[config.mk]
export PLATFORM = sky130hd
export DESIGN_NAME = uart_receive_param
export DESIGN_NICKNAME = d
export VERILOG_FILES = /design/src/rtl/uart_receive_param.sv
export SDC_FILE = /design/constraint.sdc
export NUM_CORES = 1
export LEC_CHECK = 0
export CAP_MARGIN = 20
export CELL_PAD_IN_SITES_DETAIL_PLACEMENT = 2
export CELL_PAD_IN_SITES_GLOBAL_PLACEMENT = 2
export CORE_ASPECT_RATIO = 1.2
export CORE_MARGIN = 5
export CORE_UTILIZATION = 30
export CTS_CLUSTER_SIZE = 28
export DETAILED_ROUTE_END_ITERATION = 10
export HOLD_SLACK_MARGIN = 0.12
export PLACE_DENSITY = 0.72
export RECOVER_POWER = 50
export SYNTH_ARGS = -nofsm -noshare
export SYNTH_HDL_FRONTEND = slang
export SYNTH_SLANG_ARGS = --single-unit
[constraint.sdc]
create_clock -name clk -period 2.7 [get_ports clk]
set_clock_uncertainty 0.05 [all_clocks]
set_input_delay 0.81 -clock clk [delete_from_list [all_inputs] [get_ports clk]]
set_output_delay 0.81 -clock clk [all_outputs]
set_load 0.1 [all_outputs]
[src/rtl/uart_receive_param.sv]
// rtl/uart_receive_param.sv - parametrised UART receiver with majority voting and a valid/ready holding register
module uart_receive_param #(
  parameter int INPUT_CLOCK_FREQ = 100_000_000,
  parameter int BAUD_RATE        = 9600,
  parameter int DATA_BITS        = 8,
  parameter int PARITY           = 0,
  parameter int STOP_BITS        = 1
) (
  input  logic                 clk,
  input  logic                 rst_n,
  input  logic                 din,
  output logic [DATA_BITS-1:0] dout,
  output logic                 dout_valid,
  input  logic                 dout_ready,
  output logic                 parity_err,
  output logic                 frame_err,
  output logic                 overrun,
  output logic                 busy
);
  localparam int BIT_PERIOD = INPUT_CLOCK_FREQ / BAUD_RATE;
  localparam int HALF       = BIT_PERIOD / 2;
  localparam int PW         = $clog2(BIT_PERIOD);
  localparam int IW         = $clog2(DATA_BITS + 1);

  typedef enum logic [2:0] {
    S_IDLE, S_START, S_DATA, S_PARITY, S_STOP, S_WAIT_HIGH
  } state_t;

  state_t                 state, nxt_state;
  logic                   sync1, din_s;
  logic [PW-1:0]          phase;
  logic [IW-1:0]          bit_idx;
  logic                   samp_a, samp_b;
  logic [DATA_BITS-1:0]   shreg;
  logic                   par_bit, ferr_acc;
  logic                   phase_last, at_mid, maj, last_stop, commit;
  logic                   exp_par, perr_now, ferr_now;

  assign phase_last = (phase == PW'(BIT_PERIOD - 1));
  assign at_mid     = (phase == PW'(HALF + 1));
  assign maj        = (samp_a & samp_b) | (samp_a & din_s) | (samp_b & din_s);
  // bit_idx doubles as the stop-bit index once the frame reaches STOP
  assign last_stop  = (STOP_BITS == 1) || (bit_idx == IW'(1));
  assign exp_par    = (PARITY == 2) ? ^shreg : ~(^shreg);
  assign perr_now   = (PARITY != 0) && (par_bit != exp_par);
  assign ferr_now   = ferr_acc | ~maj;

  // Flops reset to idle-high so releasing reset never looks like a start bit
  always_ff @(posedge clk or negedge rst_n) begin
    if (!rst_n) begin
      sync1 <= 1'b1;
      din_s <= 1'b1;
    end else begin
      sync1 <= din;
      din_s <= sync1;
    end
  end

  always_ff @(posedge clk or negedge rst_n) begin
    if (!rst_n) state <= S_IDLE;
    else        state <= nxt_state;
  end

  always_comb begin
    nxt_state = state;
    case (state)
      S_IDLE:   if (!din_s) nxt_state = S_START;
      S_START: begin
        if (at_mid && maj)   nxt_state = S_IDLE;
        else if (phase_last) nxt_state = S_DATA;
      end
      S_DATA: begin
        if (phase_last && bit_idx == IW'(DATA_BITS - 1))
          nxt_state = (PARITY != 0) ? S_PARITY : S_STOP;
      end
      S_PARITY: if (phase_last) nxt_state = S_STOP;
      S_STOP: begin
        if (at_mid && last_stop)
          nxt_state = ferr_now ? S_WAIT_HIGH : S_IDLE;
      end
      S_WAIT_HIGH: if (din_s) nxt_state = S_IDLE;
      default:  nxt_state = S_IDLE;
    endcase
  end

  always_comb begin
    busy   = (state != S_IDLE);
    commit = (state == S_STOP) && at_mid && last_stop;
  end

  always_ff @(posedge clk or negedge rst_n) begin
    if (!rst_n) begin
      phase    <= '0;
      bit_idx  <= '0;
      samp_a   <= 1'b0;
      samp_b   <= 1'b0;
      shreg    <= '0;
      par_bit  <= 1'b0;
      ferr_acc <= 1'b0;
    end else begin
      if (phase == PW'(HALF - 1)) samp_a <= din_s;
      if (phase == PW'(HALF))     samp_b <= din_s;
      if (state == S_IDLE || nxt_state == S_IDLE || nxt_state == S_WAIT_HIGH || phase_last)
        phase <= '0;
      else
        phase <= phase + PW'(1);
      if (state != nxt_state)
        bit_idx <= '0;
      else if (phase_last && (state == S_DATA || state == S_STOP))
        bit_idx <= bit_idx + IW'(1);
      if (state == S_DATA && at_mid)   shreg   <= {maj, shreg[DATA_BITS-1:1]};
      if (state == S_PARITY && at_mid) par_bit <= maj;
      if (state == S_IDLE)                            ferr_acc <= 1'b0;
      else if (state == S_STOP && at_mid && !maj)     ferr_acc <= 1'b1;
    end
  end

  // A commit while the consumer stalls drops the new frame, not the held one
  always_ff @(posedge clk or negedge rst_n) begin
    if (!rst_n) begin
      dout       <= '0;
      dout_valid <= 1'b0;
      parity_err <= 1'b0;
      frame_err  <= 1'b0;
      overrun    <= 1'b0;
    end else begin
      overrun <= 1'b0;
      if (commit) begin
        if (!dout_valid || dout_ready) begin
          dout       <= shreg;
          parity_err <= perr_now;
          frame_err  <= ferr_now;
          dout_valid <= 1'b1;
        end else begin
          overrun <= 1'b1;
        end
      end else if (dout_valid && dout_ready) begin
        dout_valid <= 1'b0;
      end
    end
  end
endmodule

==> flow_summary_export.csv, run 1 <==
group,metric,value,unit
outcome,status,"complete, no violations",
floorplanning,die-area,0.00931,mm^2
drt,routed_wl,4.84,mm
clock_tree,clock_sinks,45,
sta,setup_viol,0,
clock_tree,insertion_delay,0.29,ns
global_route,grt_pass1_wl,8.16,mm
logic_synthesis,ys_ff_latch,45,
logic_synthesis,async_flop_share,100,%
global_route,grt_remaining_overflow,0,
sta,min_period,2.28,ns
worst_setup_path,crit_family,"compound AO/OA/AOI/OAI gates",
global_route,grt_pass1_vias,1626,
drt,wl_per_cell,16.0,um
finish,insertedDiodeCount,0,
logic_synthesis,synth_top_cell_by_area,"dfrtp_1",
worst_hold_path,hold_depth,0,
finish,multi_input_area,0.00102,mm^2
logic_synthesis,ys.flop_type,"dfrtp_1",
finish,fill_cells,763,
logic_synthesis,yosysTopAreaCellShare,48.0,%
floorplanning,start_util,30.8,%
worst_setup_path,crit_chain,"inv_1 -> ha_1 -> and4bb_1 -> nand4_1 -> a2bb2oi_2 -> a21o_1 -> a32oi_2 -> buf_4 -> nor3_1",
floorplanning,die_width,88.9,um
sta,fin_crit_sh,84.4,%
sta,relSlewSlack,25.9,%
clock_tree,postCtsHoldBufs,0,
worst_setup_path,critPathRequiredTime,2.84,ns
placement,pre_cts_ws,0.301,ns
finish,num-nets-final,220,
logic_synthesis,synth_area_per_cell,11.7,um^2
floorplanning,core_area,0.00727,mm^2
drt,drt_iter0_drc,37,
clock_tree,path_clk_slew,0.08,ns
finish,seqCellArea,0.00113,mm^2
placement,finalWeightedCongestion,0.782,
logic_synthesis,syn-num-nets,200,
worst_setup_path,crit_type,"register to register",
finish,area_growth,14.8,%
logic_synthesis,synth_most_common_cell,"dfrtp_1",
worst_setup_path,worst-path-stages,9,
finish,fin_util,35.4,%
clock_tree,cts_buffers,5,
worst_setup_path,cp-end-kind,"register",
worst_setup_path,worstPathMaxFanout,12,
clock_tree,cts_tree,"yes",
worst_setup_path,crit_path_start_kind,"register",
clock_tree,root_buffer,"clkbuf_8",
clock_tree,post_cts_buffers,0,
floorplanning,io_pins,17,
logic_synthesis,synth-seq-area-share,50.3,%
sta,fmax,0.439,GHz
sta,fin_ws,0.423,ns
worst_setup_path,crit_buf_inv,2,
drt,drcViolationCount,0,
sta,tightest_slew,1.11,ns
placement,dp_hpwl,3.63,mm
worst_setup_path,critPathArrivalTime,2.41,ns
global_route,grt_max_degree,46,
placement,io_buffers,15,
worst_setup_path,slowest_stage,"dfrtp_1",
floorplanning,row_count,34,
logic_synthesis,synth_commonest_cells,"dfrtp_1 (43), nor2_1 (19), mux2_2 (18), nand2_1 (11), xor2_1 (8)",
clock_tree,ctsResizeCount,0,
sta,setup_tns,0,ns
worst_setup_path,cpPeakStageDelay,0.40,ns
global_route,antenna_found_initial,0,
finish,drive_above_1_share,28.2,%
logic_synthesis,synth_cell_types,44,
sta,maxSlewViolCount,0,
clock_tree,cts_max_path_buffers,2,
power_and_ir_drop,finalPower,1300,uW
logic_synthesis,synth_area,0.00224,mm^2
drt,via_count,1507,
drt,drt-pass1-iter-count,4,
worst_setup_path,r2r_cells,9,
sta,rsz0062_at_grt,"no",
power_and_ir_drop,p_leak,0.00120,uW
worst_hold_path,min_path_type,"register to register",
logic_synthesis,synth_edf_count,0,
drt,antenna_left,0,
flow_run,max_cap_viol_count,0,
power_and_ir_drop,vdd_ir_drop_max,0.205,mV
clock_tree,htree_levels,2,
global_route,grt_use_total,11.2,%
logic_synthesis,yosys_warnings,0,
sta,hold_ws,0.316,ns
power_and_ir_drop,p_per_area,504,mW/mm^2
sta,hold_violations,0,
drt,avgViaCountPerCell,4.97,
logic_synthesis,synth_area_leaders,"dfrtp_1 (48%), mux2_2 (9.0%), nor2_1 (3.2%)",
floorplanning,die_y,105,um
logic_synthesis,syn_inst,192,
## cells by family (layout without fill, tap and decap cells)
logic type / Yosys count / after routing / share of synthesized area (%)
and+or+nand+nor: 79 / 79 / 22.1
DFF: 45 / 45 / 50.3
muxes: 19 / 19 / 9.49
AOI/OAI and AO/OA: 16 / 16 / 5.30
xor gates and xnor gates: 15 / 15 / 5.86
buffers and inverters: 12 / 33 / 4.02
adders and majority gates: 5 / 5 / 2.73
other: 1 / 1 / 0.167
## layout make-up
type	count	share of cell area [%]
sequential	45	43.9
tap	90	4.38
multi-input combinational	135	39.5
inverter	5	0.729
clock inverter	3	2.53
timing repair buffer	20	6.32
clock buffer	5	2.67
## metal layers
metal	vias to the layer above	wire length (um)	GRT usage, %
met1	769	2060	13.6
met5	-	0	0
met2	20	2560	19.1
met4	0	72	3.56
li1	712	-	-
met3	6	149	2.60
## power by group
group	total (uW)	internal (uW)	switching, uW
Combinational	24.1	3.89	20.2
Sequential	678	676	1.55
Clock	596	368	229
## worst paths after layout
kind | from | endpoint | slack [ns]
worst max-delay path | phase[1]$_DFF_PN0_ | phase[5]$_DFF_PN0_ | 0.42
min in group asynchronous | rst_n | dout[2]$_DFFE_PN0P_ | 0.75
max in group asynchronous | rst_n | state[1]$_DFF_PN0_ | 1.18
worst min-delay path | sync1$_DFF_PN1_ | din_s$_DFF_PN1_ | 0.32
worst min register to register | sync1$_DFF_PN1_ | din_s$_DFF_PN1_ | 0.32
worst max register to register | phase[1]$_DFF_PN0_ | phase[5]$_DFF_PN0_ | 0.42
## sequential cells by signal, summed over array words and instances (netlist names)
name / flops
ferr_acc: 1
dout: 8
din_s: 1
samp_a: 1
sync1: 1
shreg: 8
dout_valid: 1
state: 3
overrun: 1
samp_b: 1
frame_err: 1
phase: 14
bit_idx: 4
## per-stage QoR
step	cells	cell area (um^2)
6_report	303	2570
5_1_grt	303	2570
4_1_cts	303	2580
3_5_place_dp	295	2450
3_3_place_gp	295	2450
2_1_floorplan	192	2240
## cell usage in the layout (no fill, tap or decap), types with 2 or more instances in the layout
cell and count:
nand2_1 11, a21oi_1 4, and4bb_2 4, nand4_1 7
inv_1 5, o21ai_0 5, and3_1 2, clkbuf_8 5
buf_4 15, ha_1 4, nand4b_1 2, and4_1 2
xnor2_1 7, nor3b_1 2, nor2_1 19, mux2_2 18
dfstp_2 2, bufinv_16 2, nor2b_1 5, nand2b_1 3
nor3_1 4, and4_2 2, nand3_1 6, nand3b_1 3
xor2_1 8, dfrtp_1 43
Note: power is estimated with default switching activity, not from simulation.
==> run 2: changes to the inputs <==
--- a/config.mk
+++ b/config.mk
@@ -14,7 +14,7 @@
 export CTS_CLUSTER_SIZE = 28
 export DETAILED_ROUTE_END_ITERATION = 10
 export HOLD_SLACK_MARGIN = 0.12
-export PLACE_DENSITY = 0.72
+export PLACE_DENSITY = 0.74
 export RECOVER_POWER = 50
 export SYNTH_ARGS = -nofsm -noshare
 export SYNTH_HDL_FRONTEND = slang
==> constraint.sdc (replaced) <==
create_clock -name clk -period 2 [get_ports clk]
set_clock_uncertainty 0.05 [all_clocks]
set_input_delay 0.6 -clock clk [delete_from_list [all_inputs] [get_ports clk]]
set_output_delay 0.6 -clock clk [all_outputs]
set_load 0.1 [all_outputs]
==> run 2 against run 1 <==
  * The run now ends with negative setup slack left
  * Clock power shrank 7.6%
  * Die area stayed put
  * Utilization grew 7.2 points
  * Combinational power increased by 62%
  * Via count is 13% higher
  * Critical path depth decreased by 2
  * First-iteration DRC count is 11% higher
  * Sequential cell count did not move
  * Global-route usage is 3.1 points higher
  * Total power grew 16%
  * Sequential share of layout area down 7.3 points
  * Setup slack lost 0.53 ns
  * Critical path type unchanged
  * Critical endpoint is now dout[7]$_DFFE_PN0P_
  * Highest routed layer unchanged
==> flow_summary_export.csv, run 2 (same netlist as run 1, synthesis figures left out) <==
group,metric,value,unit
clock_tree,cts_buffers,5,
floorplanning,row_count,34,
drt,routed_wl,6.28,mm
finish,multi_input_area,0.00112,mm^2
placement,place_inst,324,
outcome,status,"complete, but fails checks",
finish,drive_above_1_share,45.3,%
sta,relSlewSlack,46.7,%
sta,min_period,2.10,ns
global_route,grt_remaining_overflow,0,
worst_setup_path,critPathRequiredTime,2.14,ns
worst_setup_path,crit_type,"register to register",
finish,mostFrequentLayoutCell,"dfrtp_1",
power_and_ir_drop,finalPower,1500,uW
worst_setup_path,r2r_slack,-0.10,ns
floorplanning,core_area,0.00727,mm^2
clock_tree,htree_levels,2,
clock_tree,path_clk_slew,0.09,ns
power_and_ir_drop,vdd_ir_drop_max,0.314,mV
global_route,antenna_found_initial,0,
drt,drt_iter0_drc,41,
sta,fin_crit_sh,105,%
floorplanning,io_pins,17,
worst_hold_path,min_path_type,"primary input to asynchronous set/reset pin",
worst_setup_path,crit_path_start_kind,"register",
floorplanning,die-area,0.00931,mm^2
placement,finalWeightedCongestion,0.815,
worst_setup_path,r2r-start,"phase[1]$_DFF_PN0_",
sta,tightest_slew,0.799,ns
global_route,grt_max_degree,22,
placement,io_buffers,15,
finish,insertedDiodeCount,0,
power_and_ir_drop,p_leak,0.00142,uW
sta,hold_violations,0,
sta,rsz0062_at_grt,"yes",
worst_setup_path,r2r_cells,7,
finish,top_register,"phase",
sta,fin_ws,-0.103,ns
floorplanning,start_util,30.8,%
finish,num-nets-final,261,
floorplanning,die_y,105,um
worst_setup_path,setup.worst_path.end,"dout[7]$_DFFE_PN0P_",
floorplanning,die_width,88.9,um
worst_setup_path,critPathArrivalTime,2.25,ns
clock_tree,root_buffer,"clkbuf_8",
clock_tree,insertion_delay,0.30,ns
sta,setup_viol,28,
clock_tree,postCtsHoldBufs,0,
clock_tree,cts_tree,"yes",
power_and_ir_drop,p_per_area,485,mW/mm^2
clock_tree,clock_sinks,45,
worst_setup_path,reg2reg_to,"dout[7]$_DFFE_PN0P_",
worst_setup_path,cp-end-kind,"register",
global_route,grt_pass1_wl,10.1,mm
drt,avgViaCountPerCell,4.96,
clock_tree,cts_max_path_buffers,2,
finish,instances_no_fill,344,
global_route,grt_pass1_vias,1925,
sta,fmax,0.475,GHz
worst_setup_path,worstPathMaxFanout,9,
drt,drt-pass1-iter-count,4,
finish,layout_common_cells,"dfrtp_1 (40), buf_4 (39), nor2_1 (19)",
global_route,grt_use_total,14.3,%
worst_setup_path,setup.worst_path.start,"phase[1]$_DFF_PN0_",
outcome,violations,"negative setup slack",
drt,via_count,1707,
placement,dp_hpwl,4.58,mm
drt,antenna_left,0,
sta,maxSlewViolCount,0,
finish,fill_cells,762,
finish,largest_register_ffs,14,
drt,wl_per_cell,18.3,um
drt,drcViolationCount,0,
flow_run,max_cap_viol_count,0,
finish,seqCellArea,0.00113,mm^2
finish,area_growth,38.2,%
finish,reg_top3,"phase x14, dout x8, shreg x8",
run 2: worst max-delay path: stages, from the launching register on:
cell and delay [ns]:
dfrtp_1 0.40, inv_2 0.08, ha_4 0.12, and4bb_2 0.28, nand4_1 0.18, nor3b_1 0.30, buf_4 0.23, mux2_2 0.36
run 2: worst min path at each step:
stage | endpoint | startpoint | cells past startpoint
floorplan | bit_idx[0]$_DFFE_PN0P_ | rst_n | 0
global placement | din_s$_DFF_PN1_ | sync1$_DFF_PN1_ | 0
detailed placement | din_s$_DFF_PN1_ | sync1$_DFF_PN1_ | 0
CTS | state[2]$_DFF_PN0_ | rst_n | 1
global route | din_s$_DFF_PN1_ | sync1$_DFF_PN1_ | 0
finish | state[2]$_DFF_PN0_ | rst_n | 1
run 2: repair_timing:
action,in CTS,in global routing
setup endpoints to repair,27,28
setup buffers,6,6
gates resized for setup,19,10
pin swaps,12,11
run 2: report_power, final:
group / switching, uW / internal [uW] / total, uW / leakage (uW)
clock: 308 / 243 / 551 / 0.0000450
combinational: 32.3 / 6.81 / 39.1 / 0.000778
sequential: 0.875 / 912 / 913 / 0.000597
run 2: metrics by stage:
stage	setup WS [ns]	hold WS, ns	cell area (um^2)	utilization [%]	TNS (ns)
floorplan	0.0738	0.254	2240	-	0
global route	-0.199	0.317	3100	42.6	-4.47
CTS	-0.0949	0.141	3020	41.5	-1.41
finish	-0.103	0.303	3100	42.6	-1.87
global placement	-0.129	0.296	2820	38.7	-1.34
detailed placement	-0.220	0.299	2820	38.7	-3.25
run 2: area by class of cell:
cell class | instances | area share, %
clock buffers | 6 | 2.34
clock inverters | 2 | 0.323
inverters | 5 | 0.606
multi-input cells | 135 | 36.2
flip-flops and latches | 45 | 36.5
well taps | 90 | 3.63
repair buffers | 61 | 20.3
run 2: layer usage:
| layer | track usage (%) | vias up | part of all wire [%] |
|---|---|---|---|
| met1 | 16.4 | 876 | 39 |
| li1 | - | 790 | - |
| met3 | 2.60 | 11 | 3.0 |
| met4 | 4.21 | 0 | 2.3 |
| met2 | 26.1 | 30 | 55 |
| met5 | 0 | - | 0 |
==> run 3: changes to the inputs <==
--- a/config.mk
+++ b/config.mk
@@ -13,6 +13,7 @@
 export CORE_UTILIZATION = 30
 export CTS_CLUSTER_SIZE = 28
 export DETAILED_ROUTE_END_ITERATION = 10
+export GPL_ROUTABILITY_DRIVEN = 0
 export HOLD_SLACK_MARGIN = 0.12
 export PLACE_DENSITY = 0.74
 export RECOVER_POWER = 50
==> results of run 3 <==
The final DEF is identical to that of run 2; final timing and power are the same.
